[src/rtl/sumador_restador_serial_if.sv]
// ---------------------------------------------------------------------------
// sumador_restador_serial_if
// Handshake and data bundle for the digit-serial adder/subtractor.
//   start  : request a new operation (sampled only when the unit is not busy)
//   A, B   : operands, captured on the accepting edge
//   select : 0 = A+B, 1 = A-B, captured on the accepting edge
//   busy   : operation in progress
//   done   : one-cycle pulse, results just updated
//   S      : result modulo 2^WIDTH
//   Cout   : carry out (in subtract mode 1 = no borrow)
//   V      : two's-complement overflow
// The master modport belongs to the requester and the slave modport to the
// arithmetic unit.
// ---------------------------------------------------------------------------
interface sumador_restador_serial_if #(
  parameter int WIDTH = 8
);
  logic             start;
  logic [WIDTH-1:0] A;
  logic [WIDTH-1:0] B;
  logic             select;
  logic             busy;
  logic             done;
  logic [WIDTH-1:0] S;
  logic             Cout;
  logic             V;

  modport master (
    output start, A, B, select,
    input  busy, done, S, Cout, V
  );

  modport slave (
    input  start, A, B, select,
    output busy, done, S, Cout, V
  );
endinterface

[src/rtl/sumador_restador_serial.sv]
// ---------------------------------------------------------------------------
// sumador_restador_serial
// Multi-cycle, digit-serial adder/subtractor. Each operation takes
// N = WIDTH/STEP cycles and handles STEP bits per cycle, starting from the
// least significant digit. Subtraction is done as A + ~B + 1.
//   clk  : rising-edge clock
//   rst  : synchronous active-high reset, aborts any operation in flight
//   bus  : slave side of sumador_restador_serial_if
//          (start/A/B/select in, busy/done/S/Cout/V out)
// S, Cout and V are held until the next operation completes.
// ---------------------------------------------------------------------------
module sumador_restador_serial #(
  parameter int WIDTH = 8,
  parameter int STEP  = 1
) (
  input logic                    clk,
  input logic                    rst,
  sumador_restador_serial_if.slave bus
);

  localparam int N  = WIDTH / STEP;
  localparam int CW = $clog2(N + 1);

  typedef enum logic [1:0] {
    IDLE,
    RUN,
    DONE
  } state_t;

  state_t state;
  state_t state_next;

  logic [WIDTH-1:0] a_sr;
  logic [WIDTH-1:0] b_sr;
  logic [WIDTH-1:0] res_sr;
  logic [WIDTH-1:0] res_next;
  logic [WIDTH-1:0] s_q;
  logic             carry;
  logic             cout_q;
  logic             v_q;
  logic [CW-1:0]    cnt;
  logic [STEP-1:0]  a_dig;
  logic [STEP-1:0]  b_dig;
  logic [STEP:0]    dig_sum;
  logic             v_dig;
  logic             accept;
  logic             last;

  // A new operation is taken in both IDLE and DONE, which allows
  // back-to-back operations without an idle gap.
  assign accept = (state != RUN) && bus.start;
  assign last   = (state == RUN) && (cnt == CW'(N - 1));

  assign a_dig   = a_sr[STEP-1:0];
  assign b_dig   = b_sr[STEP-1:0];
  assign dig_sum = {1'b0, a_dig} + {1'b0, b_dig} + {{STEP{1'b0}}, carry};

  // The new digit enters the result register from the MSB side, so after N
  // digits the least significant digit has reached bit 0.
  assign res_next = WIDTH'({dig_sum[STEP-1:0], res_sr} >> STEP);

  // Sign-rule form of (carry into MSB) xor (carry out of MSB); only
  // meaningful on the last digit, where the digit MSB is the operand MSB.
  assign v_dig = (a_dig[STEP-1] == b_dig[STEP-1]) &&
                 (dig_sum[STEP-1] != a_dig[STEP-1]);

  // State register.
  always_ff @(posedge clk) begin
    if (rst) begin
      state <= IDLE;
    end else begin
      state <= state_next;
    end
  end

  // Next-state logic.
  always_comb begin
    state_next = state;
    case (state)
      IDLE:    if (bus.start) state_next = RUN;
      RUN:     if (last) state_next = DONE;
      DONE:    state_next = bus.start ? RUN : IDLE;
      default: state_next = IDLE;
    endcase
  end

  // Datapath: operand capture, one digit per RUN cycle, and publication of
  // the result only on the completion edge.
  always_ff @(posedge clk) begin
    if (rst) begin
      a_sr   <= '0;
      b_sr   <= '0;
      res_sr <= '0;
      carry  <= 1'b0;
      cnt    <= '0;
      s_q    <= '0;
      cout_q <= 1'b0;
      v_q    <= 1'b0;
    end else if (accept) begin
      a_sr   <= bus.A;
      b_sr   <= bus.select ? ~bus.B : bus.B;
      res_sr <= '0;
      carry  <= bus.select;
      cnt    <= '0;
    end else if (state == RUN) begin
      a_sr   <= a_sr >> STEP;
      b_sr   <= b_sr >> STEP;
      res_sr <= res_next;
      carry  <= dig_sum[STEP];
      cnt    <= cnt + CW'(1);
      if (last) begin
        s_q    <= res_next;
        cout_q <= dig_sum[STEP];
        v_q    <= v_dig;
      end
    end
  end

  // busy excludes the first RUN cycle (counter still 0), so it is high for
  // N-1 cycles; start is ignored for the whole RUN state regardless.
  assign bus.busy = (state == RUN) && (cnt != '0);
  assign bus.done = (state == DONE);
  assign bus.S    = s_q;
  assign bus.Cout = cout_q;
  assign bus.V    = v_q;

endmodule

[src/flat_wrapper.sv]
// flat-port wrapper written by rule: the top's interface ports become plain ports
module sumador_restador_serial_flat 
#(
  parameter int WIDTH = 8,
  parameter int STEP  = 1
)
  (clk, rst, bus_start, bus_A, bus_B, bus_select, bus_busy, bus_done, bus_S, bus_Cout, bus_V);
  sumador_restador_serial_if #(.WIDTH(WIDTH)) bus_i ();
  input logic clk;
  input logic rst;
  input wire logic [$bits(bus_i.start)-1:0] bus_start;
  input wire logic [$bits(bus_i.A)-1:0] bus_A;
  input wire logic [$bits(bus_i.B)-1:0] bus_B;
  input wire logic [$bits(bus_i.select)-1:0] bus_select;
  output wire logic [$bits(bus_i.busy)-1:0] bus_busy;
  output wire logic [$bits(bus_i.done)-1:0] bus_done;
  output wire logic [$bits(bus_i.S)-1:0] bus_S;
  output wire logic [$bits(bus_i.Cout)-1:0] bus_Cout;
  output wire logic [$bits(bus_i.V)-1:0] bus_V;
  assign bus_i.start = bus_start;
  assign bus_i.A = bus_A;
  assign bus_i.B = bus_B;
  assign bus_i.select = bus_select;
  assign bus_busy = bus_i.busy;
  assign bus_done = bus_i.done;
  assign bus_S = bus_i.S;
  assign bus_Cout = bus_i.Cout;
  assign bus_V = bus_i.V;
  sumador_restador_serial #(.WIDTH(WIDTH), .STEP(STEP)) u_core (.clk(clk), .rst(rst), .bus(bus_i));
endmodule
[config.mk]
export PLATFORM = sky130hd
export DESIGN_NAME = sumador_restador_serial_flat
export DESIGN_NICKNAME = d
export VERILOG_FILES = /design/src/rtl/sumador_restador_serial_if.sv /design/src/rtl/sumador_restador_serial.sv /design/src/flat_wrapper.sv
export SDC_FILE = /design/constraint.sdc
export NUM_CORES = 1
export LEC_CHECK = 0
export CORE_MARGIN = 2
export CORE_UTILIZATION = 45
export DETAILED_ROUTE_END_ITERATION = 16
export GPL_TIMING_DRIVEN = 0
export PLACE_DENSITY = 0.72
export SYNTH_ARGS = -nofsm -noshare
export SYNTH_HDL_FRONTEND = slang
export SYNTH_SLANG_ARGS = --single-unit
[constraint.sdc]
create_clock -name clk -period 3.11 [get_ports clk]
set_clock_uncertainty 0.05 [all_clocks]
set_input_delay 0.622 -clock clk [delete_from_list [all_inputs] [get_ports clk]]
set_output_delay 0.622 -clock clk [all_outputs]
set_load 0.005 [all_outputs]
Word-level counts from Yosys, hierarchy flattened
Cells that the tools add are included.
{"block": "totals", "ramBits": 0, "n_memories": 0, "latchBits": 0, "ff_bits": 41, "input_bits": 20, "output_inout_bits": 12, "word_cells": 43, "mem_bits_ro": 0}
{"block": "classes", "reduce_logical": 10, "shift": 0, "add_sub_neg": 3, "magnitude_cmp": 0, "mul": 0, "muxes": 11, "n_eq_ne": 8, "bitwise": 2, "n_div": 0}
{"operator": "2-to-1 mux 8 bit", "n": 5}
{"operator": "NOT 8 bit", "n": 1}
{"operator": "case mux 2 bit (3 select lines)", "n": 1}
{"operator": "adder 4 x 1 -> 4 bit, second input constant", "n": 1}
{"operator": "equality test 4 x 3 -> 1 bit, second input constant", "n": 1}
{"operator": "logical AND 1 bit", "n": 4}
{"operator": "2-to-1 mux 2 bit", "n": 2}
{"operator": "inequality test 2 x 1 -> 1 bit, second input constant", "n": 2}
{"operator": "nonzero test 4 bit", "n": 1}
{"operator": "2-to-1 mux 1 bit", "n": 3}
{"operator": "AND reduction 3 bit", "n": 1}
{"operator": "adder 1 x 1 -> 2 bit", "n": 1}
{"operator": "adder 2 x 1 -> 2 bit", "n": 1}
{"operator": "equality test 2 x 1 -> 1 bit, second input constant", "n": 1}
{"operator": "equality test 2 bit, second input constant", "n": 1}
{"operator": "zero test 2 bit", "n": 1}
{"operator": "inequality test 2 bit, second input constant", "n": 1}
{"operator": "AND reduction 2 bit", "n": 1}
{"operator": "nonzero test 2 bit", "n": 1}
{"operator": "OR reduction 2 bit", "n": 1}
{"operator": "equality test 1 bit", "n": 1}
{"operator": "inequality test 1 bit", "n": 1}
{"operator": "NOT 1 bit", "n": 1}

Depth between registers and ports, before layout
{"block": "depth", "depth_word": 4, "depth_mapped": 5, "depth_no_buf": 4}

Worst setup path after synthesis
OpenSTA, ideal clock, no wires.
{"block": "synth_path", "kind": "register to output", "startpoint": "register u_core.state[1]", "endpoint": "output bus_busy", "path_stages_with_launch": 5, "setup_slack_ns": 1.531, "arrival_time_ns": 0.907, "t_required_ns": 2.438, "cell_sequence": "dfxtp_1 nand2b_1 buf_4 buf_2 a21oi_1"}
{"block": "synth_via", "elab_chain_len": 2}
{"item": "start: declaration", "line_no": "sumador_restador_serial.sv:30", "text": "state_t state;"}
{"item": "start signal: assignment", "line_no": "sumador_restador_serial.sv:72", "text": "state <= state_next;"}
{"item": "equality test 2 x 1 -> 1 bit", "line_no": "sumador_restador_serial.sv:121", "text": "assign bus.busy = (state == RUN) && (cnt != '0);"}
{"item": "logical AND 1 bit", "line_no": "sumador_restador_serial.sv:121"}
{"item": "end: declaration", "line_no": "flat_wrapper.sv:15", "text": "output wire logic [$bits(bus_i.busy)-1:0] bus_busy;"}
Every way passes these cells.

Worst setup path after layout
{"block": "layout_path", "startpoint": "register u_core.state[0]", "endpoint": "output bus_busy"}
The elaborated chain is that of the path after synthesis.

==> results by group <==
Worst setup path
  – Worst EP arrival: roughly 1.8 ns
  – Setup crit start kind: flop
  – Crit Path Max Fanout: 10
  – Endpoint class of the critical path: output port
  – Slowest CP cell: clkdlybuf4s50_1
  – Reg2reg setup slack: ~1.6 ns
  – Worst path required time: 2.44 ns
  – Crit Path Category: flop to output port
  – Crit-path max cell delay: 0.51 ns
  – Crit-path cells: nand2b_1 -> buf_4 -> buf_2 -> a21oi_1 -> clkdlybuf4s50_1
  – Critical R2R Launch: u_core.cnt[0]
  – Reg2Reg Capture Point: u_core.bus.S[7]
  – Reg2Reg Depth: 5

Logic synthesis
  – Yosys top cell by area: dfxtp_1
  – Cell area after synthesis: 1790 um2
  – Main synth FF type: dfxtp_1
  – Synth cell types: 30
  – Post-synthesis register bit count: 40
  – Post-synth EDFFs: 0
  – Ys Warns: 0
  – Ys async rst share: 0%
  – Post-Synthesis Cells: between 200 and 250
  – Register area share after synthesis: between 40 and 50%
  – Area contributors post-synth: dfxtp_1 (45%), a21oi_1 (8.1%), nand2_1 (5.2%)
  – Syn nets: ~230
  – Synth Area per Inst: 8.75 um2
  – Top cell type's share of synthesized area: 44.7%

Flow run
  – Max Cap Violations: 0

Finish
  – Commonest non-fill, non-tap cell in the layout: dfxtp_1
  – Commonest cells after routing, fill and taps aside: dfxtp_1 (40), a21oi_1 (29), clkdlybuf4s50_1 (29)
  – Final Cell Area: 2230 um2
  – Fill cells: 348
  – Antenna cells: 0
  – FF+latch area: between 800 and 900 um2
  – Net count of the finished layout: ~260
  – Layout cells sized above 1: around a tenth
  – Layout Area Growth over Synthesis: 24.6%
  – Fin cells: 290
  – Area of the multi-input gates: 871 um2

Floorplanning
  – Die area: 4510 um2
  – Number of cell rows: 22
  – Die extent in x: between 60 and 70 um
  – Initial Utilization: 47.9%
  – Die Ht: between 60 and 70 um
  – Num ports: 32
  – CORE AREA: 3740 um2

Placed design
  – Port bufs: 29
  – Dpl cells: 282
  – Dpl cell area: roughly 2100 um2
  – RePlAce Congestion: 0.763
  – DP HPWL: about 2600 um

Worst hold path
  – HP Class: flop to flop
  – Worst hold stages: 2
  – Min-delay src: u_core.b_sr[6]
  – Hold path endpoint: u_core.b_sr[5]

STA
  – Worst rel slew slack: roughly two thirds
  – Final Cycle Share: approximately four fifths
  – Worst Max-Slew Pin Slew: slightly above 0.5 ns
  – Min cycle time layout: between 2 and 3 ns
  – F_max: 398 MHz
  – Final setup fails: 0
  – RSZ-0062 raised after global routing: no
  – Slew Limit Fails: 0
  – Setup_tns: 0 ns
  – Final hold vios: 0

Route
  – DRT iter0 DRCs: 98
  – Drt pass-1 iters: 4
  – Highest metal used: met4
  – Post-route ant nets: 0
  – DR vias: approximately 1,500
  – WL/cell: about 13 um
  – Met3 WL: around 200 um
  – Drt total wl: 3890 um
  – Vias per cell: roughly 5.3
  – Drt drc: 0
  – DR WL met2: about 1700 um
  – M1 wire length: between 1500 and 2000 um

Pwr
  – PD cells: approximately 470 nW/um2
  – Pleak: 0.829 nW
  – Maximum VDD drop: 0.000333 V

Global routing
  – Gr usage total: 19.9%
  – Initial antenna violation count: 0
  – Vias in the first global route: 1,407
  – First-pass GRT wire length: 6730 um
  – Global route overflow: 0
  – Largest net degree at the start of global routing: 12

Clocking
  – Max H-tree Level: 2
  – Clock Latency Late Sink: approximately 0.30 ns
  – CTS tree: yes
  – Clock tree sinks: 40
  – Clock transition at the registers of the reported paths: 0.07 ns
  – Postcts setup bufs: 0
  – Cts hold-fix bufs: 0
  – Post_cts resized: 0
  – CTS root buffer: clkbuf_8
  – CTS Buf Count: 5
  – Max Root-Sink Buffers: 2

Outcome
  – Status: complete, no violations
worst max-delay path, delay by kind of cell (launching register included):
kind / cells / cell delay (ns)
buf+inv: 3 / 0.90
flops: 1 / 0.40
simple gates: 1 / 0.12
compound gates: 1 / 0.14
metrics by stage:
stage	hold slack, ns	power [mW]	setup WS, ns	utilization, %
finish	0.401	1.06	0.596	59.7
global placement	0.389	0.710	0.935	57.3
detailed placement	0.394	0.712	0.928	57.3
global route	0.424	1.10	0.468	59.7
CTS	0.405	1.06	0.596	59.7
floorplan	0.382	0.662	1.53	-
cell families after synthesis:
group / synth area share [%]
muxes: 5.02
adders and majority gates: 2.51
AOI/OAI and AO/OA: 20.2
DFF: 44.7
and+or+nand+nor: 16.4
buffers and inverters: 6.77
xor gates and xnor gates: 4.40
per-layer routing:
metal	up-vias	track usage (%)
met5	-	0
met3	6	5.74
met4	0	5.10
met2	32	31.7
li1	775	-
met1	713	26.3
power by group:
part / switching, mW / internal (mW)
sequential: 0.0150 / 0.535
clock: 0.177 / 0.181
combinational: 0.0764 / 0.0741
synthesized netlist by cell type, types with 3 or more instances:
library cell   n
o21ai_0        7
xnor2_1        8
dfxtp_1       40
buf_4          9
o21ai_1        3
clkbuf_1       4
nand2_1       25
a211oi_1       8
nor2_1        20
a211o_1        7
a21oi_1       29
mux2i_1        9
nand3_1       10
buf_2          4
final cells by class:
| class | instances | area share [%] |
|---|---|---|
| Timing Repair Buffer | 29 | 13.0 |
| Clock buffer | 8 | 4.03 |
| Multi-Input combinational cell | 145 | 39.0 |
| Buffer | 18 | 5.10 |
| Sequential cell | 40 | 35.9 |
| Tap cell | 48 | 2.69 |
| Inverter | 2 | 0.336 |
how the worst max path moves through the flow:
stage | start | cells past startpoint | end | slack, ns
floorplan | u_core.state[1] | 4 | bus_busy | 1.53
global placement | u_core.state[0] | 5 | bus_busy | 0.93
detailed placement | u_core.state[0] | 5 | bus_busy | 0.93
CTS | u_core.state[0] | 5 | bus_busy | 0.60
global route | u_core.state[0] | 5 | bus_busy | 0.47
finish | u_core.state[0] | 5 | bus_busy | 0.60
state kept, by name (all words and copies together), names as in the netlist:
| signal | flops |
|---|---|
| u_core.b_sr | 8 |
| u_core.res_sr | 7 |
| u_core.bus.V | 1 |
| u_core.cnt | 4 |
| u_core.bus.S | 8 |
| u_core.state | 2 |
| u_core.carry | 1 |
| u_core.bus.Cout | 1 |
| u_core.a_sr | 8 |
Power figures use the tool's default switching activity.
==> patch 1: new RTL, config.mk and constraints unchanged <==
`WIDTH` is set to 8 in 3 places; all go to 4.
--- a/src/rtl/sumador_restador_serial_if.sv
+++ b/src/rtl/sumador_restador_serial_if.sv
@@ -13,7 +13,7 @@
 // arithmetic unit.
 // ---------------------------------------------------------------------------
 interface sumador_restador_serial_if #(
-  parameter int WIDTH = 8
+  parameter int WIDTH = 4
 );
   logic             start;
   logic [WIDTH-1:0] A;
--- a/src/rtl/sumador_restador_serial.sv
+++ b/src/rtl/sumador_restador_serial.sv
@@ -10,7 +10,7 @@
 // S, Cout and V are held until the next operation completes.
 // ---------------------------------------------------------------------------
 module sumador_restador_serial #(
-  parameter int WIDTH = 8,
+  parameter int WIDTH = 4,
   parameter int STEP  = 1
 ) (
   input logic                    clk,
--- a/src/flat_wrapper.sv
+++ b/src/flat_wrapper.sv
@@ -1,7 +1,7 @@
 // flat-port wrapper written by rule: the top's interface ports become plain ports
 module sumador_restador_serial_flat 
 #(
-  parameter int WIDTH = 8,
+  parameter int WIDTH = 4,
   parameter int STEP  = 1
 )
   (clk, rst, bus_start, bus_A, bus_B, bus_select, bus_busy, bus_done, bus_S, bus_Cout, bus_V);
Ports: changed (resized bus_A, bus_B and bus_S); port bits go from 32 to 20. No check against the original RTL was run, so the function may have changed too.
==> patch 1 against the original RTL <==
  * Design area shrank 41%
  * Synthesized cell count decreased by 43%
  * Total power fell by 48%
  * Routed wire length fell by 44%
  * Setup slack better by 140 ps
  * Synthesized area fell by 40%
  * Register-to-register slack got worse by 80 ps
  * Count of clock-buffer cells in the layout fell by 5
  * Sequential cell count fell by 17
  * Critical endpoint unchanged
  * Highest routed layer unchanged
==> patch 1: results (changes against the original RTL) <==
seqPwrFrac_pct: 58.2  # +6.3 points
vdd_drop_max_mv: 0.2624  # -21%
power_switching_mw: 0.1425  # -47%
arrival_ps: 1710  # -130 ps
crit_family: "buffers and inverters"
powerClk_mw: 0.133  # -63%
vias: 858  # -44%
max_slew_margin_pct: 66.08  # +0.66 points
place_congestion: 0.7415  # -2.8%
min_path_type: "flop to flop"
avgSynthCellArea_um2: 9.250  # +5.8%
wl_um: 2162  # -44%
leakagePower_nw: 0.5008  # -40%
synthTopCellsByArea: "dfxtp_1, a21oi_1, mux2i_1"
max_cap_violations: 0  # unchanged
root_buffer: "clkbuf_4"
seq_area_frac_synth_pct: 42.54  # -2.1 points
drt_pass1_iterations: 4  # unchanged
htreeDepth: 1  # -1
drtIter0Drc: 8  # -92%
num-fill-cells: 221  # -36%
track_usage_pct: 18.18  # -1.7 points
worstSetupStartpoint: "u_core.state[1]"
synthTopCellsByCount: "dfxtp_1, a21oi_1, nand2_1"
met2WireLength_um: 1094  # -37%
io_buffers: 17  # -41%
clk_pin_slew_ps: 130  # +60 ps
wl_met1_um: 1000  # -47%
status: "completed"
crit-reg2reg-launch: "u_core.cnt[0]"
grt_pass1_vias: 818  # -42%
synth_nets: 133  # -42%
place_area_um2: 1287  # -40%
grt_pass1_wl_um: 3719  # -45%
highest_layer: "met4"
synth_cell_types: 29  # -3.3%
dp_hpwl_um: 1595  # -39%
r2r_cells: 6  # +1
async_reset_ff_share_pct: 0  # unchanged
grt_max_degree: 14  # +2
drive_above_1_share_pct: 12.32  # +2.8 points
worst_r2r_endpoint: "u_core.bus.S[3]"
dr_wl_met3_um: 53  # -74%
reg2reg_slack_ps: 1510  # -80 ps
num-nets-final: 155  # -41%
via_per_inst: 5.169  # -1.8%
cts_buffers: 3  # -2
[patch 1: how the worst min path moves through the flow]
stage,from,endpoint,slack (ps)
final,u_core.bus.S[0],u_core.bus.S[0],410
after floorplan,u_core.b_sr[1],u_core.b_sr[0],390
after CTS,u_core.bus.S[0],u_core.bus.S[0],420
after global routing,u_core.bus.S[0],u_core.bus.S[0],430
after global placement,u_core.bus.S[0],u_core.bus.S[0],390
after detailed placement,u_core.bus.S[0],u_core.bus.S[0],400
[patch 1: layout make-up]
class                   instances  area share [%]
plain buffers                   9           4.853
clock buffers                   3           1.713
clock inverters                 1          0.3806
inverters                       4           1.142
multi-input cells              81           41.29
flip-flops and latches         23           35.01
well taps                      28           2.664
repair buffers                 17           12.94
[patch 1: layer usage]
layer / up-vias / track usage, %
li1: 442 / -
met1: 402 / 23.04
met2: 12 / 32.50
met3: 2 / 2.542
met4: 0 / 3.846
met5: - / 0
[patch 1: per-stage QoR]
| stage | hold slack (ps) | worst slack [ps] | total power [mW] | utilization, % |
|---|---|---|---|---|
| global route | 429.4 | 630.1 | 0.5823 | 58.88 |
| finish | 411.7 | 732.1 | 0.5478 | 58.88 |
| detailed placement | 398.1 | 1063 | 0.4213 | 57.65 |
| CTS | 416.4 | 713.7 | 0.5543 | 58.88 |
| floorplan | 386.7 | 1629 | 0.3908 | - |
| global placement | 392.0 | 1077 | 0.4175 | 57.65 |
[patch 1: cell families (layout without fill, tap and decap cells)]
group	count (synthesis)	count (layout)	share of synthesized area (%)
AO/OA/AOI/OAI	24	24	15.38
XOR/XNOR	4	4	3.237
adder cells (fa/ha/maj)	4	4	5.318
buffers and inverters	13	34	7.282
flip-flops	23	23	42.54
multiplexers	6	6	5.549
AND/OR/NAND/NOR	43	43	20.69
==> patch 2: new RTL, same settings <==
Made on the original files. Re-encode `state_t` (3 states) as one-hot, 3 bits wide.
--- a/src/rtl/sumador_restador_serial.sv
+++ b/src/rtl/sumador_restador_serial.sv
@@ -21,10 +21,10 @@
   localparam int N  = WIDTH / STEP;
   localparam int CW = $clog2(N + 1);
 
-  typedef enum logic [1:0] {
-    IDLE,
-    RUN,
-    DONE
+  typedef enum logic [2:0] {
+    IDLE = 3'b001,
+    RUN  = 3'b010,
+    DONE = 3'b100
   } state_t;
 
   state_t state;
Check against the original RTL: no difference found for any inputs over 10 cycles, from zero or initial values and one cycle with rst high; not proved beyond that.
==> patch 2 against the original RTL <==
  * Setup slack lost 400 ps
  * Total power up 5.7%
  * Final cell count is 2.1% higher
  * Sequential cell count rose by 1
  * Highest routed layer unchanged
  * Design area rose by 3.4%
  * Routed wire length increased by 3.8%
  * Sequential power rose by 1%
  * Synthesized area up 2.6%
==> patch 2: results (changes against the original RTL) <==
avgSynthCellArea_um2: 8.800  # +0.62%
synthTopCellsByCount: "dfxtp_1, a21oi_1, nand2_1"
synth_cell_types: 30  # unchanged
dp_cells: 288  # +2.1%
post_cts_buffers: 0  # unchanged
cp_slowest_cell: "clkdlybuf4s50_1"
dp_slack_ps: 518.2  # -409.6 ps
clk_path_buf_depth: 2  # unchanged
design.seq.count: 41  # +2.5%
highest_layer: "met4"
drt_pass1_iterations: 4  # unchanged
crit_fanout: 10  # unchanged
num-fill-cells: 373  # +7.2%
nonClkBufAreaFrac_pct: 16.21  # -1.9 points
tightest_slew_ps: 616.6  # +97.87 ps
place_congestion: 0.7822  # +2.5%
met2WireLength_um: 1865  # +6.9%
r2r_cells: 4  # -1
place_area_um2: 2192  # +2.3%
drtIter0Drc: 89  # -9.2%
vias: 1597  # +4.7%
use_met3_pct: 4.605  # -1.1 points
seq_area_share_pct: 35.56  # -0.30 points
grt_max_degree: 13  # +1
synth_nets: 232  # +1.8%
inverters: 3  # +1
wl_um: 4034  # +3.8%
async_reset_ff_share_pct: 0  # unchanged
crit_family: "buffers and inverters"
nMultiInputCombCells: 147  # +1.4%
final-clk-cell-share_pct: 5.041  # +1.0 points
multi_input_area_share_pct: 40.00  # +1.0 points
ys_warn_count: 0  # unchanged
grt_pass1_wl_um: 6575  # -2.4%
final_cells: 296  # +2.1%
grt_pass1_vias: 1437  # +2.1%
grtUsageMet2_pct: 30.83  # -0.86 points
slowest_delay_ps: 520
vdd_drop_max_mv: 0.3006  # -9.7%
track_usage_pct: 19.09  # -0.77 points
seq_area_frac_synth_pct: 44.63  # about the same
dp_hpwl_um: 2720  # +4.5%
synthTopCellsByArea: "dfxtp_1, a21oi_1, nand2_1"
clock_buffers: 7  # -1
syn_area_um2: 1839  # +2.6%
status: "completed"
cts-resized-gates: 0  # unchanged
met1_usage_pct: 24.51  # -1.8 points
final_util_pct: 58.13  # -1.5 points
leakagePower_nw: 0.8320  # +0.31%
wl_met1_um: 1918  # +1.1%
dr_wl_met3_um: 194  # -3.0%
arrival_ps: 2240  # +400 ps
drive_above_1_share_pct: 9.756  # +0.25 points
layout.non_clock_buffers: 47  # unchanged
num-nets-final: 268  # +1.5%
patch 2: path summary, 6_finish.rpt:
kind | startpoint | slack (ps) | to
worst min register to register | u_core.b_sr[4] | 400 | u_core.b_sr[3]
worst max register to register | u_core.state[2] | 1470 | u_core.bus.S[2]
worst min-delay path | u_core.b_sr[4] | 400 | u_core.b_sr[3]
worst max-delay path | u_core.state[2] | 200 | bus_busy
patch 2: power breakdown:
group | total (mW) | internal [mW] | switching (mW)
sequential | 0.557 | 0.544 | 0.0128
clock | 0.442 | 0.262 | 0.181
combinational | 0.120 | 0.0631 | 0.0564
total | 1.12 | 0.869 | 0.250
patch 2: cells by family (layout without fill, tap and decap cells):
logic type	count (synthesis)	count (layout)	synth area share, %
buffers and inverters	21	58	5.169
AOI/OAI and AO/OA	61	61	21.70
DFF	41	41	44.63
muxes	9	9	4.898
adders and majority gates	3	3	2.449
and+or+nand+nor	65	65	16.87
xor gates and xnor gates	9	9	4.286
